$ cat src/rtl/vga_scanout_pkg.sv
// rtl/vga_scanout_pkg.sv - shared timing defaults, function codes and address packing for vga_scanout
package vga_scanout_pkg;

    localparam int DEF_H_ACTIVE = 640;
    localparam int DEF_H_FP     = 16;
    localparam int DEF_H_SYNC   = 96;
    localparam int DEF_H_BP     = 48;
    localparam int DEF_V_ACTIVE = 480;
    localparam int DEF_V_FP     = 10;
    localparam int DEF_V_SYNC   = 2;
    localparam int DEF_V_BP     = 33;

    localparam int CNT_W   = 11;
    localparam int ADDR_W  = 22;
    localparam int ROW_MSB = 21;
    localparam int COL_MSB = 10;

    typedef enum logic [1:0] {
        FUNC_VRAM = 2'd0,
        FUNC_GPU2 = 2'd1,
        FUNC_GPU3 = 2'd2,
        FUNC_RSVD = 2'd3
    } func_e;

    // Per-pixel flags carried alongside the color through the fetch latency.
    typedef struct packed {
        logic origin;
        logic vsync;
        logic hsync;
        logic active;
    } raster_flags_t;

    function automatic logic [ADDR_W-1:0] pack_addr(input logic [CNT_W-1:0] row,
                                                     input logic [CNT_W-1:0] col);
        return {row, col};
    endfunction

    function automatic logic [CNT_W-1:0] addr_row(input logic [ADDR_W-1:0] addr);
        return addr[ROW_MSB:COL_MSB+1];
    endfunction

    function automatic logic [CNT_W-1:0] addr_col(input logic [ADDR_W-1:0] addr);
        return addr[COL_MSB:0];
    endfunction

endpackage

$ cat src/rtl/vga_delay_line.sv
// rtl/vga_delay_line.sv - WIDTH x DEPTH shift register with synchronous active-low clear
module vga_delay_line #(
    parameter int WIDTH = 4,
    parameter int DEPTH = 2
) (
    input  logic             clk,
    input  logic             rst_n,
    input  logic [WIDTH-1:0] data_i,
    output logic [WIDTH-1:0] data_o
);

    logic [WIDTH-1:0] stage_q [DEPTH];

    always_ff @(posedge clk) begin
        if (!rst_n) begin
            for (int i = 0; i < DEPTH; i++) begin
                stage_q[i] <= '0;
            end
        end else begin
            stage_q[0] <= data_i;
            for (int i = 1; i < DEPTH; i++) begin
                stage_q[i] <= stage_q[i-1];
            end
        end
    end

    assign data_o = stage_q[DEPTH-1];

endmodule

$ cat src/rtl/vga_scanout.sv
// rtl/vga_scanout.sv - VGA raster timing, pixel address issue and latency-aligned pin output
module vga_scanout
    import vga_scanout_pkg::*;
#(
    parameter int   H_ACTIVE = DEF_H_ACTIVE,
    parameter int   H_FP     = DEF_H_FP,
    parameter int   H_SYNC   = DEF_H_SYNC,
    parameter int   H_BP     = DEF_H_BP,
    parameter int   V_ACTIVE = DEF_V_ACTIVE,
    parameter int   V_FP     = DEF_V_FP,
    parameter int   V_SYNC   = DEF_V_SYNC,
    parameter int   V_BP     = DEF_V_BP,
    parameter logic SYNC_POL = 1'b0,
    parameter int   LATENCY  = 2
) (
    input  logic              clk,
    input  logic              rst_n,
    input  logic [1:0]        func_request,
    input  logic [2:0]        display_color,
    output logic [ADDR_W-1:0] display_addr,
    output logic [1:0]        current_function,
    output logic              hsync,
    output logic              vsync,
    output logic [2:0]        vga_color,
    output logic              frame_start
);

    localparam int H_TOTAL = H_ACTIVE + H_FP + H_SYNC + H_BP;
    localparam int V_TOTAL = V_ACTIVE + V_FP + V_SYNC + V_BP;

    if (LATENCY < 1 || LATENCY > 4) begin : g_bad_latency
        $error("vga_scanout: LATENCY must be within 1..4");
    end
    if (H_TOTAL > 2048 || V_TOTAL > 2048) begin : g_bad_total
        $error("vga_scanout: H_TOTAL and V_TOTAL must not exceed 2048");
    end

    // Compare in 12 bits so a sync window ending exactly at 2048 still works.
    localparam logic [CNT_W-1:0] H_LAST   = 11'(H_TOTAL - 1);
    localparam logic [CNT_W-1:0] V_LAST   = 11'(V_TOTAL - 1);
    localparam logic [CNT_W:0]   H_ACT    = 12'(H_ACTIVE);
    localparam logic [CNT_W:0]   V_ACT    = 12'(V_ACTIVE);
    localparam logic [CNT_W:0]   HS_START = 12'(H_ACTIVE + H_FP);
    localparam logic [CNT_W:0]   HS_END   = 12'(H_ACTIVE + H_FP + H_SYNC);
    localparam logic [CNT_W:0]   VS_START = 12'(V_ACTIVE + V_FP);
    localparam logic [CNT_W:0]   VS_END   = 12'(V_ACTIVE + V_FP + V_SYNC);

    logic [CNT_W-1:0]  h_q, h_d;
    logic [CNT_W-1:0]  v_q, v_d;
    logic [ADDR_W-1:0] addr_q, addr_d;
    logic [1:0]        func_q, func_d;
    logic              h_last;
    logic              v_last;
    logic              active_d;

    raster_flags_t     flags_now;
    raster_flags_t     flags_out;

    always_comb begin
        h_last   = (h_q == H_LAST);
        v_last   = (v_q == V_LAST);
        h_d      = h_q + 11'd1;
        v_d      = v_q;
        func_d   = func_q;
        if (h_last) begin
            h_d = '0;
            v_d = v_last ? '0 : v_q + 11'd1;
        end
        // Source switches only on the frame wrap edge, and never to the reserved code.
        if (h_last && v_last && func_request != FUNC_RSVD) begin
            func_d = func_request;
        end
        active_d = ({1'b0, h_d} < H_ACT) && ({1'b0, v_d} < V_ACT);
        addr_d   = active_d ? pack_addr(v_d, h_d) : '0;
    end

    always_ff @(posedge clk) begin
        if (!rst_n) begin
            h_q    <= '0;
            v_q    <= '0;
            addr_q <= '0;
            func_q <= FUNC_VRAM;
        end else begin
            h_q    <= h_d;
            v_q    <= v_d;
            addr_q <= addr_d;
            func_q <= func_d;
        end
    end

    always_comb begin
        flags_now.active = ({1'b0, h_q} < H_ACT) && ({1'b0, v_q} < V_ACT);
        flags_now.hsync  = ({1'b0, h_q} >= HS_START) && ({1'b0, h_q} < HS_END);
        flags_now.vsync  = ({1'b0, v_q} >= VS_START) && ({1'b0, v_q} < VS_END);
        flags_now.origin = (h_q == '0) && (v_q == '0);
    end

    vga_delay_line #(
        .WIDTH ($bits(raster_flags_t)),
        .DEPTH (LATENCY)
    ) u_flag_delay (
        .clk    (clk),
        .rst_n  (rst_n),
        .data_i (flags_now),
        .data_o (flags_out)
    );

    assign display_addr     = addr_q;
    assign current_function = func_q;
    assign vga_color        = flags_out.active ? display_color : 3'd0;
    assign hsync            = flags_out.hsync ? SYNC_POL : ~SYNC_POL;
    assign vsync            = flags_out.vsync ? SYNC_POL : ~SYNC_POL;
    assign frame_start      = flags_out.origin;

endmodule

$ cat config.mk
export PLATFORM = sky130hd
export DESIGN_NAME = vga_scanout
export DESIGN_NICKNAME = d
export VERILOG_FILES = /design/src/rtl/vga_scanout_pkg.sv /design/src/rtl/vga_delay_line.sv /design/src/rtl/vga_scanout.sv
export SDC_FILE = /design/constraint.sdc
export NUM_CORES = 1
export LEC_CHECK = 0
export CAP_MARGIN = 30
export CORE_MARGIN = 5
export CORE_UTILIZATION = 35
export CTS_CLUSTER_DIAMETER = 200
export DETAILED_ROUTE_END_ITERATION = 8
export DONT_BUFFER_PORTS = 1
export GPL_TIMING_DRIVEN = 0
export MAX_ROUTING_LAYER = met4
export PLACE_DENSITY = 0.48
export SYNTH_ARGS = -nofsm -noshare
export SYNTH_HDL_FRONTEND = slang
export SYNTH_SLANG_ARGS = --single-unit
$ cat constraint.sdc
create_clock -name clk -period 4 [get_ports clk]
set_input_delay 0.8 -clock clk [delete_from_list [all_inputs] [get_ports clk]]
set_output_delay 0.8 -clock clk [all_outputs]
set_load 0.01 [all_outputs]
**After elaboration in Yosys (flattened, before gate mapping)**

Memories as Yosys holds them, arrays and structs flattened.
Index checks and enable logic that the tools add are counted.

- $add $sub $neg: 2
- Magnitude comparators: 8
- Equal/unequal tests: 3
- Muxes and demuxes: 10
- Bitwise logic cells: 2
- Reductions and logical operators: 10

Operator list:

| kind | number |
|---|---|
| $lt A11 B10 Y1 const B | 3 |
| $lt A11 B9 Y1 const B | 3 |
| $mux W11 | 3 |
| $add A11 B1 Y11 const B | 2 |
| $eq A11 B10 Y1 const B | 2 |
| $logic_not A11 Y1 | 2 |
| $ge A11 B10 Y1 const B | 1 |
| $ge A11 B9 Y1 const B | 1 |
| $mux W4 | 2 |
| $logic_and A1 B1 Y1 | 7 |
| $mux W1 | 4 |
| $mux W3 | 1 |
| $ne A2 B2 Y1 const B | 1 |
| $or A1 B1 Y1 | 2 |
| $reduce_and A2 Y1 | 1 |

- Register bits: 46
- Memory bits (writable): 8
- Input port bits: 7
- Output and inout port bits: 30
- Word-level logic and storage cells: 40
- Memories: 1

Memories:

| name | words | width | rd ports | clocked after Yosys merged registers in | write ports | RTL line | RTL |
|---|---|---|---|---|---|---|---|
| u_flag_delay.stage_q | 2 | 4 | 2 | 0 | 2 | vga_delay_line.sv:12 | `logic [WIDTH-1:0] stage_q [DEPTH];` |

**Depth between registers and ports, before layout**

Gate-level depths: netlist of run 1.

- Word-level depth: 6
- Gate-level depth with buffers: 9
- Depth with buffers taken out: 7

**Modules after synthesis**

Synthesis of run 1 repeated with hierarchy kept, for this count alone.

- Cell total of the unflattened synthesis: 253
- Area total of the unflattened synthesis: 2,378.5 sq um

Modules (own cells, without submodules):

| module | instances | cells an instance | area an instance (sq um) | seq. area each (sq um) |
|---|---|---|---|---|
| vga_scanout | 1 | 233 | 2,138.3 | 920.9 |
| vga_delay_line | 1 | 20 | 240.2 | 160.2 |

**Least setup slack after synthesis of run 1**

OpenSTA, ideal clock, no wires.

- Path type: register to register
- From: register h_q[0]
- To: register addr_q[17] (netlist: display_addr[17])
- Library setup time: 0.138 ns
- Arrival time: 1.986 ns
- Required time: 3.862 ns
- Slack: 1.876 ns
- Cell stages (with the launch flop): 8
- Buffers on the path: 1
- Period minus slack after synthesis: 2.124 ns
- Cell sequence: dfxtp_1 > ha_1 > and4_1 > and4_1 > a21boi_1 > o311ai_4 > buf_6 > nor4_1

- Cells in the longest elaborated chain, start to end: 5
- Elaborated cells between the ends (all ways): 8
- Classes of those cells: add/sub (1); order compare (2); eq/ne (1); mux (2); reduce/logical (2)

RTL lines:

| what | RTL line | RTL |
|---|---|---|
| start, declared | vga_scanout.sv:48 | `logic [CNT_W-1:0] h_q, h_d;` |
| start signal, assigned | vga_scanout.sv:79 | `h_q <= '0;` |
| start signal, assigned | vga_scanout.sv:84 | `h_q <= h_d;` |
| $add A11 B1 Y11 / $eq A11 B10 Y1 (equally long branches) | vga_scanout.sv:62, vga_scanout.sv:60 |  |
| $mux W11 | vga_scanout.sv:65 | `if (h_last) begin` |
| $lt A11 B10 Y1 / $lt A11 B9 Y1 (equally long branches) | vga_scanout.sv:73 | `active_d = ({1'b0, h_d} < H_ACT) && ({1'b0, v_d} < V_ACT);` |
| $logic_and A1 B1 Y1 | vga_scanout.sv:73 |  |
| $reduce_and A2 Y1 (no source line) | - |  |
| end signal, assigned | vga_scanout.sv:86 | `addr_q <= addr_d;` |
| end, declared | vga_scanout.sv:50 | `logic [ADDR_W-1:0] addr_q, addr_d;` |

Several ways; a longest one is shown, not always the timed one.
A chain may end at the register's enable or synchronous reset.

**Worst setup path in the final report of run 1**

Ends and elaborated chain as after synthesis.

==> results of run 1 <==
[per-stage QoR]
stage | std cells | worst slack [ns]
2_1_floorplan | 250 | 1.88
3_3_place_gp | 330 | 1.34
3_5_place_dp | 330 | 1.36
4_1_cts | 338 | 1.32
5_1_grt | 338 | 1.11
6_report | 338 | 1.34
[layout by cell type (no fill, tap or decap), types with 2 or more instances in the layout]
| master | netlist | layout |
|---|---|---|
| sky130_fd_sc_hd__a21oi_1 | 6 | 6 |
| sky130_fd_sc_hd__a31oi_1 | 3 | 3 |
| sky130_fd_sc_hd__and2_1 | 10 | 10 |
| sky130_fd_sc_hd__and3_1 | 10 | 10 |
| sky130_fd_sc_hd__and4_1 | 8 | 8 |
| sky130_fd_sc_hd__buf_2 | 7 | 7 |
| sky130_fd_sc_hd__buf_6 | 4 | 4 |
| sky130_fd_sc_hd__clkbuf_1 | 5 | 5 |
| sky130_fd_sc_hd__clkbuf_8 | 0 | 5 |
| sky130_fd_sc_hd__conb_1 | 1 | 3 |
| sky130_fd_sc_hd__dfxtp_1 | 54 | 54 |
| sky130_fd_sc_hd__ha_1 | 4 | 4 |
| sky130_fd_sc_hd__inv_1 | 8 | 8 |
| sky130_fd_sc_hd__inv_6 | 0 | 2 |
| sky130_fd_sc_hd__nand2_1 | 11 | 11 |
| sky130_fd_sc_hd__nand2b_1 | 2 | 2 |
| sky130_fd_sc_hd__nand3_1 | 8 | 8 |
| sky130_fd_sc_hd__nand3b_1 | 2 | 2 |
| sky130_fd_sc_hd__nand4_1 | 6 | 6 |
| sky130_fd_sc_hd__nor2_1 | 24 | 24 |
| sky130_fd_sc_hd__nor3_1 | 5 | 5 |
| sky130_fd_sc_hd__nor3b_1 | 5 | 5 |
| sky130_fd_sc_hd__nor4_1 | 8 | 8 |
| sky130_fd_sc_hd__nor4_2 | 6 | 6 |
| sky130_fd_sc_hd__nor4b_1 | 3 | 3 |
| sky130_fd_sc_hd__nor4bb_1 | 3 | 3 |
| sky130_fd_sc_hd__o21ai_0 | 7 | 7 |
| sky130_fd_sc_hd__or3_1 | 2 | 2 |
| sky130_fd_sc_hd__xnor2_1 | 6 | 6 |
| sky130_fd_sc_hd__xor2_1 | 7 | 7 |
[cell type report]
cell class                 instances  area, µm²  area share
buffer                            17        106      0.0412
clock buffer                       5       68.8      0.0267
clock inverter                     3       22.5     0.00873
inverter                           9       33.8      0.0131
multi-input combinational        170       1170       0.452
sequential                        54       1080       0.419
tap                               80        100      0.0388
[synthesized netlist by cell type (3+ instances only)]
master                     number
sky130_fd_sc_hd__nand4_1        6
sky130_fd_sc_hd__nand2_1       11
sky130_fd_sc_hd__o21ai_0        7
sky130_fd_sc_hd__nor4_1         8
sky130_fd_sc_hd__nor3_1         5
sky130_fd_sc_hd__a21oi_1        6
sky130_fd_sc_hd__nor3b_1        5
sky130_fd_sc_hd__nor4b_1        3
sky130_fd_sc_hd__nor2_1        24
sky130_fd_sc_hd__nor4bb_1       3
sky130_fd_sc_hd__clkbuf_1       5
sky130_fd_sc_hd__buf_2          7
sky130_fd_sc_hd__buf_6          4
sky130_fd_sc_hd__xor2_1         7
sky130_fd_sc_hd__ha_1           4
sky130_fd_sc_hd__a31oi_1        3
sky130_fd_sc_hd__and2_1        10
sky130_fd_sc_hd__and3_1        10
sky130_fd_sc_hd__nand3_1        8
sky130_fd_sc_hd__dfxtp_1       54
sky130_fd_sc_hd__xnor2_1        6
sky130_fd_sc_hd__inv_1          8
sky130_fd_sc_hd__nor4_2         6
sky130_fd_sc_hd__and4_1         8
[per-layer routing]
metal	track usage	routed length [µm]	share of wire
met5	-	0	0
met4	0.0569	144	0.026
met3	0.0333	288	0.051
met2	0.190	2340	0.42
met1	0.192	2850	0.51
[critical path: cells and delay by family (launching register included)]
kind	cells	cell delay, ns
flops	1	0.46
compound gates	2	0.78
fa+ha+maj	1	0.31
simple gates	3	0.71
buf+inv	1	0.25
[flip-flops by register name (all words and copies together), names as in the netlist]
register / flops
current_function: 2
display_addr: 22
h_q: 11
u_flag_delay.stage_q: 8
v_q: 11
[power by group through the flow]
| stage | logic, W | clock network [W] | registers, W |
|---|---|---|---|
| finish | 0.0000276 | 0.000314 | 0.000555 |
| global route | 0.0000309 | 0.000353 | 0.000556 |
| CTS | 0.0000277 | 0.000332 | 0.000555 |
| detailed placement | 0.0000274 | 0 | 0.000567 |
| global placement | 0.0000280 | 0 | 0.000567 |
| floorplan | 0.0000203 | 0 | 0.000566 |
[worst max path at each step]
stage,start,to,slack [ns],cells after the start
after floorplan,h_q[0],display_addr[17],1.88,7
after global placement,h_q[0],display_addr[17],1.34,7
after detailed placement,h_q[0],display_addr[17],1.36,7
after CTS,h_q[0],display_addr[17],1.32,7
after global routing,h_q[0],display_addr[17],1.11,7
final,h_q[0],display_addr[17],1.34,7
[logic make-up after synthesis]
group | share of synthesized area
AND/OR/NAND/NOR | 0.325
flip-flops | 0.454
XOR/XNOR | 0.0478
other | 0.00157
multiplexers | 0.00420
adder cells (fa/ha/maj) | 0.0210
buffers and inverters | 0.0589
AO/OA/AOI/OAI | 0.0878
==> results by group, run 1 <==
Placement
  – Placer Congestion: 0.810
  – Placed Instance Area: 0.00249 mm²
  – Half-perimeter wire length after placement: 3910 µm
  – Number of port buffers: 0

Route
  – DRC violation count after routing: 0
  – Post-route antenna net violation count: 0
  – Via Count: 1798
  – Routed wire length: 5620 µm
  – Length of the first detailed-routing pass in iterations: 4
  – Vias per std cell: 5.32
  – Wirelength per Cell: 16.6 µm
  – Number of violations reported at the end of detailed-routing iteration 0: 178

Clock network
  – TritonCTS clock tree: built
  – CTS Buffer Depth: 2
  – Clock sink total: 54
  – Cts bufs inserted: 5
  – Insertion delay of the later-clocked pin in the worst-skew pair: 0.31 ns
  – Root buffer selected by CTS: sky130_fd_sc_hd__clkbuf_8
  – Post-CTS sizing: 0
  – Post-CTS clock slew at the launch and capture registers of the worst setup and hold paths: 0.10 ns
  – Hold-fix buffers, CTS: 0
  – Number of levels the H-tree was split into: 2
  – Number of buffers inserted to repair setup after CTS: 0

Min path
  – Hold-critical path depth: 1
  – Hold Crit Class: flop to flop
  – Hold path startpoint: u_flag_delay.stage_q[0][0]
  – Hold path endpoint: u_flag_delay.stage_q[0][4]

Worst setup path
  – Path type of the worst setup path: flop to flop
  – Cell Chain, Critical Path: ha_1 > and4_1 > and4_1 > a21boi_1 > o311ai_4 > buf_6 > nor4_1
  – Highest net fanout along the worst path: 10
  – Required time at the worst-slack endpoint: 4.18 ns
  – Critical R2R Launch: h_q[0]
  – Worst setup slack for register-to-register paths: 1.34 ns
  – Most common cell type on the critical path: sky130_fd_sc_hd__and4_1
  – Worst reg2reg path depth: 7
  – CP Data Arrival Time: 2.84 ns
  – CP endpoint kind: flop
  – Crit-path slowest cell: sky130_fd_sc_hd__o311ai_4
  – Kind of launch point of the worst setup path: flop
  – Reg2reg end: display_addr[17]
  – CP peak stage delay: 0.66 ns

Yosys
  – Library cell occupying the most area in the post-synthesis netlist: sky130_fd_sc_hd__dfxtp_1
  – Number of storage elements in the synthesis netlist: 54
  – Mapped Cells: 248
  – Post-synth ARST share: 0
  – Average size of a mapped cell: 9.60 µm²
  – Main flop type after synthesis: sky130_fd_sc_hd__dfxtp_1
  – EDFF count, synth: 0
  – Area contributors post-synth: sky130_fd_sc_hd__dfxtp_1 (45%), sky130_fd_sc_hd__nor2_1 (3.8%), sky130_fd_sc_hd__nor4_2 (3.2%), sky130_fd_sc_hd__and4_1 (2.9%), sky130_fd_sc_hd__and2_1 (2.6%)
  – Synth top area share: 0.454
  – Synth warnings: 0
  – Post-synth design cell area: 0.00238 mm²
  – Netlist cell types: 51
  – Sequential share of the synthesized area: 0.454

Pwr
  – Worst IR drop on VDD: 180 µV
  – Total internal power: 0.000683 W
  – Switch Pwr: 0.000213 W
  – Power density over the cells: 347 mW/mm²
  – Power share of the sequential group: 0.619
  – Power share of the combinational group: 0.031
  – Power consumption: 0.000896 W
  – Clock power frac: 0.350
  – Switching Fraction: 0.237
  – Leakage: 0.981 nW

Layout
  – Fill cell total of the finished layout: 669
  – Share of layout cells above drive strength 1: 0.120
  – Post-Route Utilization: 0.384
  – Signed area change from the synthesized netlist to the final layout: 8.36%
  – Final design area excluding fillers: 0.00258 mm²
  – Diodes inserted: 0
  – Final net count: 268

STA
  – Fin crit period: 2.66 ns
  – Worst slew pin tran: 0.684 ns
  – Setup repair after global routing missed its margin: no
  – Final setup violation count: 0
  – Headroom to the max-slew limit: 0.543
  – Count of pins over their slew limit: 0
  – Max frequency: 0.376 GHz
  – Final-layout setup total negative slack: 0 ns
  – Ratio of final minimum period to clock period: 0.664
  – Worst hold slack across all endpoints: 0.440 ns
  – Final hold viol count: 0
  – Skew final: 0.00990 ns

Job
  – Max capacitance violation total: 0

Floorplanning
  – Die Span Y: 92.5 µm
  – Chip width: 92.5 µm
  – Initial core utilization: 0.354
  – Core area: 0.00672 mm²
  – DIE AREA: 0.00855 mm²
  – IO Count: 37
  – Row cnt: 30

GRT
  – Via count of the first global-routing pass: 1680
  – Wire length of the first global-routing pass: 8980 µm
  – Antenna violations before repair: 0
  – Largest net degree at the start of global routing: 19
  – GR Overflow Total: 0
  – Global routing usage summed across all routing layers: 0.138

Outcome
  – Status: finished clean
Note: power is estimated with default switching activity, not from simulation.
==> run 2, diff against run 1 <==
==> constraint.sdc (replaced) <==
create_clock -name clk -period 2.7 [get_ports clk]
set_input_delay 0.54 -clock clk [delete_from_list [all_inputs] [get_ports clk]]
set_output_delay 0.54 -clock clk [all_outputs]
set_load 0.01 [all_outputs]
==> run 2 against run 1 <==
Net effect:
- utilization rose by 0.26 points
- via count increased by 0.78%
- power is 49% higher
- final cell count increased by 0.30%
- wire length rose by 0.57%
- final area rose by 0.68%
- clock skew is 0.0016 ns lower
- sequential power grew 48%
==> results by group, run 2 (synthesized netlist as in run 1, its figures left out) <==
Outcome
  – Status: finished clean

Worst setup path
  – Worst setup slack for register-to-register paths: 0.26 ns
  – Reg2reg end: display_addr[8]
  – Worst setup path endpoint: display_addr[8]
  – CP Data Arrival Time: 2.66 ns
  – Kind of launch point of the worst setup path: flop
  – Path type of the worst setup path: flop to flop
  – Highest net fanout along the worst path: 7
  – Worst reg2reg path depth: 7
  – CP endpoint kind: flop
  – Setup crit start: h_q[0]
  – Required time at the worst-slack endpoint: 2.91 ns
  – Critical R2R Launch: h_q[0]

STA
  – Worst slew pin tran: 0.600 ns
  – Headroom to the max-slew limit: 0.600
  – Skew final: 0.00830 ns
  – Max frequency: 0.409 GHz
  – Count of pins over their slew limit: 0
  – Final hold viol count: 0
  – Fin crit period: 2.44 ns
  – Setup repair after global routing missed its margin: no
  – Final setup violation count: 0
  – Final-layout setup total negative slack: 0 ns
  – Ratio of final minimum period to clock period: 0.905

Pwr
  – Power consumption: 0.00133 W
  – Switching Fraction: 0.239
  – Leakage: 0.986 nW
  – Power share of the combinational group: 0.031
  – Clock power frac: 0.352
  – Worst IR drop on VDD: 270 µV
  – Total internal power: 0.00101 W
  – Power share of the sequential group: 0.618
  – Power density over the cells: 512 mW/mm²
  – Switch Pwr: 0.000318 W

Min path
  – Hold-critical path depth: 1
  – Hold Crit Class: input port to flop

Floorplanning
  – Row cnt: 30
  – IO Count: 37
  – Initial core utilization: 0.354
  – Die Span Y: 92.5 µm
  – Core area: 0.00672 mm²
  – Chip width: 92.5 µm
  – DIE AREA: 0.00855 mm²

Clock network
  – Hold-fix buffers, CTS: 0
  – Insertion delay of the later-clocked pin in the worst-skew pair: 0.31 ns
  – Number of levels the H-tree was split into: 2
  – Cts bufs inserted: 5
  – Root buffer selected by CTS: sky130_fd_sc_hd__clkbuf_8
  – Clock sink total: 54
  – CTS Buffer Depth: 2
  – Post-CTS clock slew at the launch and capture registers of the worst setup and hold paths: 0.10 ns
  – TritonCTS clock tree: built

Layout
  – Fill cell total of the finished layout: 672
  – Diodes inserted: 0
  – Final net count: 269
  – Commonest non-fill, non-tap cells in the layout: sky130_fd_sc_hd__dfxtp_1 (54), sky130_fd_sc_hd__nor2_1 (24), sky130_fd_sc_hd__nand2_1 (11)
  – Share of layout cells above drive strength 1: 0.131
  – Signed area change from the synthesized netlist to the final layout: 9.09%
  – Register Area: 0.00108 mm²
  – Leading cell type in the layout, fill and taps excluded: sky130_fd_sc_hd__dfxtp_1
  – Number of flip-flops in the largest register: 22
  – Area of the multi-input gates: 0.00118 mm²

Route
  – DRC violation count after routing: 0
  – Via Count: 1812
  – Vias per std cell: 5.35
  – Routed wire length: 5650 µm
  – Wirelength per Cell: 16.7 µm
  – Number of violations reported at the end of detailed-routing iteration 0: 165
  – Length of the first detailed-routing pass in iterations: 4
  – Post-route antenna net violation count: 0

GRT
  – Global routing usage summed across all routing layers: 0.138
  – Antenna violations before repair: 0
  – GR Overflow Total: 0
  – Largest net degree at the start of global routing: 19
  – Wire length of the first global-routing pass: 8980 µm
  – Via count of the first global-routing pass: 1680

Placement
  – Half-perimeter wire length after placement: 3910 µm
  – Number of port buffers: 0
  – Placer Congestion: 0.810

Job
  – Max capacitance violation total: 0
-- run 2: power by group through the flow --
stage	sequential, W	clock, W	combinational, W
2_1_floorplan	0.000838	0	0.0000301
3_3_place_gp	0.000840	0	0.0000415
3_5_place_dp	0.000840	0	0.0000406
4_1_cts	0.000822	0.000492	0.0000411
5_1_grt	0.000824	0.000522	0.0000462
6_report	0.000822	0.000468	0.0000409
-- run 2: timing repair --
action / CTS / global route
setup endpoints to repair: 0 / 11
setup buffers: 0 / 1
gates resized for setup: 0 / 2
-- run 2: area by class of cell --
cell class              instances  share of cell area
multi-input cells             170               0.453
flip-flops and latches         54               0.416
plain buffers                  17              0.0409
well taps                      80              0.0385
clock buffers                   5              0.0265
inverters                       9              0.0130
clock inverters                 3             0.00867
repair buffers                  1             0.00289
-- run 2: worst min-delay path by stage --
stage | endpoint | from | slack, ns
2_1_floorplan | u_flag_delay.stage_q[0][4] | u_flag_delay.stage_q[0][0] | 0.41
3_3_place_gp | u_flag_delay.stage_q[0][6] | u_flag_delay.stage_q[0][2] | 0.42
3_5_place_dp | u_flag_delay.stage_q[0][4] | u_flag_delay.stage_q[0][0] | 0.42
4_1_cts | h_q[1] | rst_n | 0.40
5_1_grt | current_function[0] | func_request[0] | 0.42
6_report | h_q[1] | rst_n | 0.42
-- run 2: per-layer routing --
layer | track usage | up-vias | wire length (µm)
li1 | - | 906 | -
met4 | 0.0569 | 0 | 95
met3 | 0.0333 | 8 | 234
met1 | 0.192 | 848 | 2950
met5 | - | - | 0
met2 | 0.190 | 50 | 2370
-- run 2: worst max-delay path, stage by stage, from the launching register on --
cell,delay [ns]
sky130_fd_sc_hd__dfxtp_1,0.46
sky130_fd_sc_hd__ha_2,0.28
sky130_fd_sc_hd__and4_1,0.33
sky130_fd_sc_hd__and4_1,0.33
sky130_fd_sc_hd__and4_1,0.28
sky130_fd_sc_hd__o311ai_4,0.18
sky130_fd_sc_hd__buf_4,0.22
sky130_fd_sc_hd__nor4b_1,0.25
-- run 2: per-stage QoR --
step / instance area, µm² / instances / worst slack (ns) / hold slack [ns] / utilization
after global routing: 2600 / 339 / 0.0120 / 0.416 / 0.387
after global placement: 2490 / 330 / 0.0395 / 0.417 / 0.370
final: 2600 / 339 / 0.256 / 0.417 / 0.387
after floorplan: 2390 / 250 / 0.576 / 0.412 / -
after CTS: 2580 / 338 / 0.0168 / 0.402 / 0.384
after detailed placement: 2490 / 330 / 0.0563 / 0.417 / 0.370
